==> config.mk <==
export PLATFORM = sky130hd
export DESIGN_NAME = lcd_dbg_scheduler
export DESIGN_NICKNAME = d
export VERILOG_FILES = /design/src/rtl/lcd_dbg_scheduler.sv
export SDC_FILE = /design/constraint.sdc
export NUM_CORES = 1
export LEC_CHECK = 0
export CAP_MARGIN = 20
export CORE_MARGIN = 5
export CORE_UTILIZATION = 40
export DETAILED_ROUTE_END_ITERATION = 7
export DONT_BUFFER_PORTS = 1
export PLACE_DENSITY_LB_ADDON = 0.2
export SLEW_MARGIN = 0
export SYNTH_ARGS = -nofsm -noshare
export SYNTH_HDL_FRONTEND = slang
export SYNTH_SLANG_ARGS = --single-unit
==> constraint.sdc <==
create_clock -name clk_in -period 3.1 [get_ports clk_in]
set_clock_uncertainty 0.2 [all_clocks]
set_input_delay 0.465 -clock clk_in [delete_from_list [all_inputs] [get_ports clk_in]]
set_output_delay 0.465 -clock clk_in [all_outputs]
set_load 0.01 [all_outputs]
==> src/rtl/lcd_dbg_scheduler.sv <==
// Purpose: time-shares the character LCD between NUM_SRC 32-bit debug words, streaming "R<k>=<8 hex>" frames.
// Latency: first char valid 2 cycles after a refresh request; 11 chars in 11 cycles with ready held high.
// Backpressure: per-char valid/ready, data/addr held while ready is low; LCD_DBG_CHG_ONLY_EN skips unchanged frames.
module lcd_dbg_scheduler #(
    parameter int NUM_SRC       = 4,
    parameter int REFRESH_CYC   = 2500000,
    parameter int ROTATE_FRAMES = 40
) (
    input  logic                   clk_in,
    input  logic                   reset_n,
    input  logic [NUM_SRC*32-1:0]  dbg_words,
    input  logic                   key_next,
    input  logic                   lcd_char_ready,
    output logic                   lcd_char_valid,
    output logic [7:0]             lcd_char_data,
    output logic [4:0]             lcd_char_addr,
    output logic [3:0]             cur_src,
    output logic                   frame_done
);

    localparam int TW  = (REFRESH_CYC > 1) ? $clog2(REFRESH_CYC) : 1;
    localparam int FCW = (ROTATE_FRAMES > 1) ? $clog2(ROTATE_FRAMES) : 1;

    typedef enum logic [1:0] {ST_IDLE, ST_SNAP, ST_SEND} state_t;

    state_t         state;
    logic [TW-1:0]  timer;
    logic [FCW-1:0] frame_cnt;
    logic           refresh_pend;
    logic           key_pend;
    logic [31:0]    snap;

    logic [3:0]     nxt_src;
    logic [31:0]    sel_word;
    logic           timer_wrap;
    logic           xfer;
    logic           last_xfer;
    logic           skip;
    logic           frame_tick;
    logic           rotate_hit;

    function automatic logic [7:0] hex_ascii(input logic [3:0] n);
        return (n < 4'd10) ? (8'h30 + {4'h0, n}) : (8'h37 + {4'h0, n});
    endfunction

    function automatic logic [7:0] frame_char(input logic [4:0] idx, input logic [3:0] s,
                                              input logic [31:0] w);
        logic [7:0] c;
        case (idx)
            5'd0:    c = 8'h52;
            5'd1:    c = hex_ascii(s);
            5'd2:    c = 8'h3D;
            5'd3:    c = hex_ascii(w[31:28]);
            5'd4:    c = hex_ascii(w[27:24]);
            5'd5:    c = hex_ascii(w[23:20]);
            5'd6:    c = hex_ascii(w[19:16]);
            5'd7:    c = hex_ascii(w[15:12]);
            5'd8:    c = hex_ascii(w[11:8]);
            5'd9:    c = hex_ascii(w[7:4]);
            5'd10:   c = hex_ascii(w[3:0]);
            default: c = 8'h20;
        endcase
        return c;
    endfunction

    assign timer_wrap = (timer == TW'(REFRESH_CYC - 1));
    assign xfer       = (state == ST_SEND) && lcd_char_valid && lcd_char_ready;
    assign last_xfer  = xfer && (lcd_char_addr == 5'd10);
    assign rotate_hit = (ROTATE_FRAMES != 0) && (frame_cnt == FCW'(ROTATE_FRAMES - 1));
    assign frame_tick = last_xfer || skip;

    // Pending advance is applied in the same cycle the word is captured.
    always_comb begin
        nxt_src = cur_src;
        if (key_pend) begin
            nxt_src = (cur_src == 4'(NUM_SRC - 1)) ? 4'd0 : cur_src + 4'd1;
        end
    end

    always_comb begin
        sel_word = '0;
        for (int k = 0; k < NUM_SRC; k++) begin
            if (nxt_src == 4'(k)) begin
                sel_word = dbg_words[32*k +: 32];
            end
        end
    end

`ifdef LCD_DBG_CHG_ONLY_EN
    logic        have_last;
    logic [3:0]  last_src;
    logic [31:0] last_snap;

    assign skip = (state == ST_SNAP) && have_last && !key_pend &&
                  (nxt_src == last_src) && (sel_word == last_snap);

    always_ff @(posedge clk_in or negedge reset_n) begin
        if (!reset_n) begin
            have_last <= 1'b0;
            last_src  <= '0;
            last_snap <= '0;
        end else if (last_xfer) begin
            have_last <= 1'b1;
            last_src  <= cur_src;
            last_snap <= snap;
        end
    end
`else
    assign skip = 1'b0;
`endif

    always_ff @(posedge clk_in or negedge reset_n) begin
        if (!reset_n) begin
            state          <= ST_IDLE;
            timer          <= '0;
            frame_cnt      <= '0;
            refresh_pend   <= 1'b1;
            key_pend       <= 1'b0;
            snap           <= '0;
            cur_src        <= '0;
            lcd_char_valid <= 1'b0;
            lcd_char_data  <= '0;
            lcd_char_addr  <= '0;
            frame_done     <= 1'b0;
        end else begin
            frame_done <= 1'b0;
            timer      <= timer_wrap ? '0 : timer + 1'b1;

            case (state)
                ST_IDLE: begin
                    if (refresh_pend) begin
                        state <= ST_SNAP;
                    end
                end
                ST_SNAP: begin
                    cur_src       <= nxt_src;
                    snap          <= sel_word;
                    refresh_pend  <= 1'b0;
                    key_pend      <= 1'b0;
                    lcd_char_addr <= '0;
                    if (skip) begin
                        state <= ST_IDLE;
                    end else begin
                        state          <= ST_SEND;
                        lcd_char_valid <= 1'b1;
                        lcd_char_data  <= frame_char(5'd0, nxt_src, sel_word);
                    end
                end
                ST_SEND: begin
                    if (last_xfer) begin
                        state          <= ST_IDLE;
                        lcd_char_valid <= 1'b0;
                        lcd_char_data  <= '0;
                        lcd_char_addr  <= '0;
                        frame_done     <= 1'b1;
                    end else if (xfer) begin
                        lcd_char_addr <= lcd_char_addr + 5'd1;
                        lcd_char_data <= frame_char(lcd_char_addr + 5'd1, cur_src, snap);
                    end
                end
                default: state <= ST_IDLE;
            endcase

            // Later assignments win: any new request overrides the clear done in SNAP.
            if (frame_tick) begin
                if (rotate_hit) begin
                    frame_cnt    <= '0;
                    key_pend     <= 1'b1;
                    refresh_pend <= 1'b1;
                end else begin
                    frame_cnt <= frame_cnt + 1'b1;
                end
            end
            if (key_next) begin
                key_pend     <= 1'b1;
                refresh_pend <= 1'b1;
                frame_cnt    <= '0;
            end
            if (timer_wrap) begin
                refresh_pend <= 1'b1;
            end
        end
    end

endmodule

# Yosys cells after proc, flatten, opt, wreduce, memory -nomap -nowiden
# Index checks and enable logic that the tools add are counted.
# word_totals
register_bits	83
input_bits	132
output_inout_bits	19
# classes
n_addsub	22
magnitude_cmp	9
n_eq_ne	22
muxes	42
n_reduce_logical	11
# ops
cell	n
two-way mux 32 bit	4
adder 6 x 4 -> 7 bit (first input constant)	18
one-hot mux 7 bit (11 select lines)	1
two-way mux 7 bit	9
less-than comparator 4 bit (second input constant)	9
adder 22 x 1 -> 22 bit (second input constant)	1
equality test 22 bit (second input constant)	1
two-way mux 22 bit	1
equality test 5 x 3 -> 1 bit (second input constant)	4
equality test 5 x 4 -> 1 bit (second input constant)	4
two-way mux 6 bit	3
two-way mux 8 bit	2
one-hot mux 8 bit (2 select lines)	1
equality test 4 x 2 -> 1 bit (second input constant)	3
two-way mux 1 bit	12
equality test 5 x 2 -> 1 bit (second input constant)	2
two-way mux 5 bit	2
one-hot mux 5 bit (2 select lines)	1
two-way mux 4 bit	2
adder 6 x 1 -> 6 bit (second input constant)	1
equality test 6 bit (second input constant)	1
one-hot mux 2 bit (3 select lines)	1
AND reduction 2 bit	3
adder 5 x 1 -> 5 bit (second input constant)	1
other kinds (14)	19

# Depth between registers and ports, before layout
# depth
word_depth	8
depth_mapped	10

# Worst setup path after synthesis
# OpenSTA, ideal clock, no wires.
# synth_path
kind	reg-to-reg
start	register lcd_char_addr[0]
end	register lcd_char_data[3]
arrival_ps	2045
required_ps	2779
path_slack_ps	734
path_stages_with_launch	10
n_path_buf	2
cell_sequence	dfrtp_1 > ha_1 > buf_6 > and3_4 > buf_12 > mux2i_2 > o32ai_2 > a32oi_1 > nand3_1 > a22o_1
# synth_between
elab_chain_len	6
elab_cells_between_ends	20
cone_classes	1 x add/sub; 12 x eq/ne; 4 x mux; 3 x reduce/logical
# synth_rtl
element	line_no	rtl
from (decl)	16	output logic [4:0] lcd_char_addr,
from (signal assigned)	157	lcd_char_addr <= lcd_char_addr + 5'd1;
adder 5 x 1 -> 5 bit	158	lcd_char_data <= frame_char(lcd_char_addr + 5'd1, cur_src, snap);
equality test 5 x 4 -> 1 bit, or another cell as far along	49	case (idx)
one-hot mux 7 bit (11 select lines)	49	
two-way mux 8 bit	156	end else if (xfer) begin
two-way mux 8 bit	150	if (last_xfer) begin
one-hot mux 8 bit (2 select lines)	129	case (state)
to (signal assigned)	146	lcd_char_data <= frame_char(5'd0, nxt_src, sel_word);
to (signal assigned)	158	
to (decl)	15	output logic [7:0] lcd_char_data,
# Several ways; a longest one is shown, not always the timed one. The select of a mux whose other input is x is not followed.
# A chain may end at the register's enable or synchronous reset.

# Worst setup path in the final report
# Ends and elaborated chain as after synthesis.

==> impl_metrics.py <==
metrics = {
    "job": {
        "drv_cap": 0,
    },
    "yosys": {
        "synth.top_cell.area_share_pct": 34.31,
        "synth_edf_count": 0,
        "ys_seq_area_share_pct": 34.75,
        "post-synth-top-area-cell": "dfrtp_1",
        "synthesized_area_per_cell_um2": 8.965,
        "ys_warn_count": 0,
        "ys_types": 73,
        "largest_family_of_logic_cells_by_synthesized_area": "compound AO/OA/AOI/OAI gates",
        "postSynth.asyncResetShare_pct": 100.0,
        "synth.ff_latch_count": 82,
        "synth_xor_area_share_pct": 6.417,
        "syn-instance-count": 659,
        "post_synth_simple_gate_area_pct": 17.77,
        "netlist_top_cells_area": "dfrtp_1 34%, mux2i_1 5.4%, a221oi_1 5.2%",
        "synthesis.area_um2": 5908,
        "yosys.area_share.adder_pct": 3.600,
        "synth-compound-area-share_pct": 25.67,
        "synthesis.nets": 808,
        "synth.mux.area_fraction_pct": 6.607,
        "synth_top_flop_cell": "dfrtp_1",
    },
    "hold_path": {
        "holdPathStages": 1,
        "hp-class": "in -> reg",
        "hold_path.startpoint": "key_next",
        "worstHoldEndpoint": "frame_cnt[1]$_DFFE_PN0P_",
    },
    "critical_path": {
        "critical_path_capture_point_type": "flip-flop",
        "critPathMaxFanout": 10,
        "worstReg2RegStart": "lcd_char_addr[0]$_DFFE_PN0P_",
        "crit_type": "reg -> reg",
        "worst_setup_path_start_kind": "flip-flop",
        "cp_data_required_time_ns": 3.13,
        "worst-endpoint-arrival_ns": 2.80,
        "worst_r2r_path_depth": 8,
        "rrSetupSlack_ns": 0.33,
        "r2r-end": "lcd_char_data[3]$_DFFE_PN0P_",
    },
    "sta": {
        "finalSetupViolCount": 0,
        "fmax_mhz": 360.4,
        "worstMarginPinSlew_ns": 0.9023,
        "min_period_ns": 2.774,
        "hold_viol": 0,
        "max-slew-margin-rel_pct": 39.85,
        "finalSetupTns_ns": 0,
        "min_period_over_period_pct": 89.50,
        "max_slew_violation_total_from_the_final_report": 0,
        "rsz_0062_raised_after_global_routing": "no",
    },
    "detailed_routing": {
        "routedWlPerCell_um": 20.24,
        "detail-route-antenna-nets": 0,
        "finalWirelength_mm": 17.00,
        "avgViaCountPerCell": 5.996,
        "vias": 5037,
        "drc_errors": 0,
        "drt-initial-drc-count": 341,
        "drt-pass1-iter-count": 5,
    },
    "clocking": {
        "clkTransAtPathRegs_ns": 0.06,
        "clkSinkCount": 82,
        "tritoncts_clock_tree": "done",
        "cts-buffers-inserted": 9,
        "clock_insertion_delay_worst_skew_ns": 0.34,
        "cts.root.buffer_cell": "clkbuf_16",
        "cts_setup_buffers": 0,
        "htreeDepth": 3,
        "cts_max_path_buffers": 2,
    },
    "finish": {
        "flow.area_growth_from_synthesis_pct": 8.619,
        "n_antenna_cell": 0,
        "mostFrequentLayoutCell": "dfrtp_1",
        "commonest_cells_after_routing_fill_and_taps_aside": "81 x dfrtp_1, 68 x nor2_1, 50 x nand2_1, 40 x a21oi_1, 36 x o21ai_0",
        "design.final.nets": 800,
        "utilization_pct": 44.15,
        "drive_above_1_share_pct": 7.927,
    },
    "placement": {
        "placement.io_buffers": 0,
        "gp_congestion": 0.9256,
        "detailed_place_hpwl_mm": 13.15,
    },
    "floorplanning": {
        "initial_utilization_pct": 40.65,
        "die_height_um": 131.5,
        "die_w_um": 131.5,
        "floorplan.io_pins": 151,
        "floorplan.die_area_um2": 17300,
        "core_um2": 14530,
        "placement_rows": 44,
    },
    "status": {
        "status": "completed",
    },
    "pwr": {
        "peakVddDrop_v": 0.0004630,
        "leakagePower_nw": 2.620,
        "areal_power_density_over_the_cells_nw_per_um2": 980.8,
        "design_power_total_w": 0.006294,
    },
    "grt": {
        "grt_pass1_vias": 5158,
        "grt_pass1_wl_mm": 27.60,
        "grt_max_degree": 83,
        "track_usage_pct": 19.42,
        "grt-ovfl-total": 0,
        "antenna_violations_before_repair": 0,
    },
}
==> kinds of logic after synthesis <==
kind of cell	after synthesis
AO/OA/AOI/OAI	210
XOR/XNOR	39
adder cells (fa/ha/maj)	17
buffers and inverters	63
flip-flops	82
multiplexers	37
other	1
AND/OR/NAND/NOR	210
==> registers in the layout, indices dropped and copies added, names as in the netlist <==
| name | count |
|---|---|
| snap | 32 |
| timer | 22 |
| lcd_char_data | 7 |
| frame_cnt | 6 |
| lcd_char_addr | 5 |
| cur_src | 4 |
| state | 2 |
| frame_done | 1 |
| key_pend | 1 |
| lcd_char_valid | 1 |
| refresh_pend | 1 |
==> per-layer routing <==
metal	part of all wire, %	vias to the layer above	GRT usage [%]
met1	47	2429	26.66
met4	2.3	0	6.571
met2	46	144	30.25
met3	5.0	25	4.434
met5	0	-	0
li1	-	2439	-
==> Yosys cell counts (14+ instances only) <==
library cell and count:
mux2i_1 32, a221oi_1 35, nand3_1 24, nor2b_1 14, nor2_1 68, a21oi_1 40
inv_1 26, ha_1 17, o2bb2ai_1 31, o21ai_0 36, dfrtp_1 81, xnor2_1 25
clkbuf_1 15, nand2_1 50
==> critical path, stage by stage, from the launching register on <==
cell,delay (ns)
dfrtp_1,0.58
inv_1,0.12
ha_1,0.33
nor2b_1,0.23
mux2i_4,0.37
o32ai_2,0.15
a32oi_1,0.25
nand3_1,0.19
a22o_1,0.24
==> final cells by class <==
cell class,count,area [um2]
multi-input cells,514,3577
flip-flops and latches,82,2053
fillers,1441,8117
inverters,26,97.59
well taps,184,230.2
clock inverters,4,52.55
repair buffers,18,160.2
clock buffers,12,246.5
==> timing repair <==
action	in CTS	in global routing
hold buffers	3	0
hold endpoints to repair	84	0
resized for setup	0	1
endpoints found under the setup margin	0	1
==> per-stage QoR <==
stage               instances  instance area [um2]  hold slack [ns]  worst slack [ns]
floorplan                 659                 5908         -0.03059            0.7345
global placement          821                 6062         -0.02719            0.2076
detailed placement        821                 6062         -0.02701            0.2173
CTS                       840                 6409          0.01393            0.1936
global route              840                 6417          0.01971           0.09316
finish                    840                 6417          0.03968            0.3255
==> power by group <==
group,internal (W),switching [W]
Combinational,0.00136,0.00199
Sequential,0.00139,0.000486
Clock,0.000646,0.000422
Total,0.00340,0.00290
==> worst max-delay path by stage <==
stage / from / to / slack, ns / cells after the start
final: lcd_char_addr[0]$_DFFE_PN0P_ / lcd_char_data[3]$_DFFE_PN0P_ / 0.33 / 8
after global routing: lcd_char_addr[0]$_DFFE_PN0P_ / frame_cnt[4]$_DFFE_PN0P_ / 0.09 / 8
after CTS: lcd_char_addr[0]$_DFFE_PN0P_ / lcd_char_data[3]$_DFFE_PN0P_ / 0.19 / 8
after detailed placement: lcd_char_addr[0]$_DFFE_PN0P_ / lcd_char_data[3]$_DFFE_PN0P_ / 0.22 / 8
after global placement: lcd_char_addr[0]$_DFFE_PN0P_ / lcd_char_data[3]$_DFFE_PN0P_ / 0.21 / 8
after floorplan: lcd_char_addr[0]$_DFFE_PN0P_ / lcd_char_data[3]$_DFFE_PN0P_ / 0.73 / 9
No activity file was read; power rests on OpenSTA's default activity.
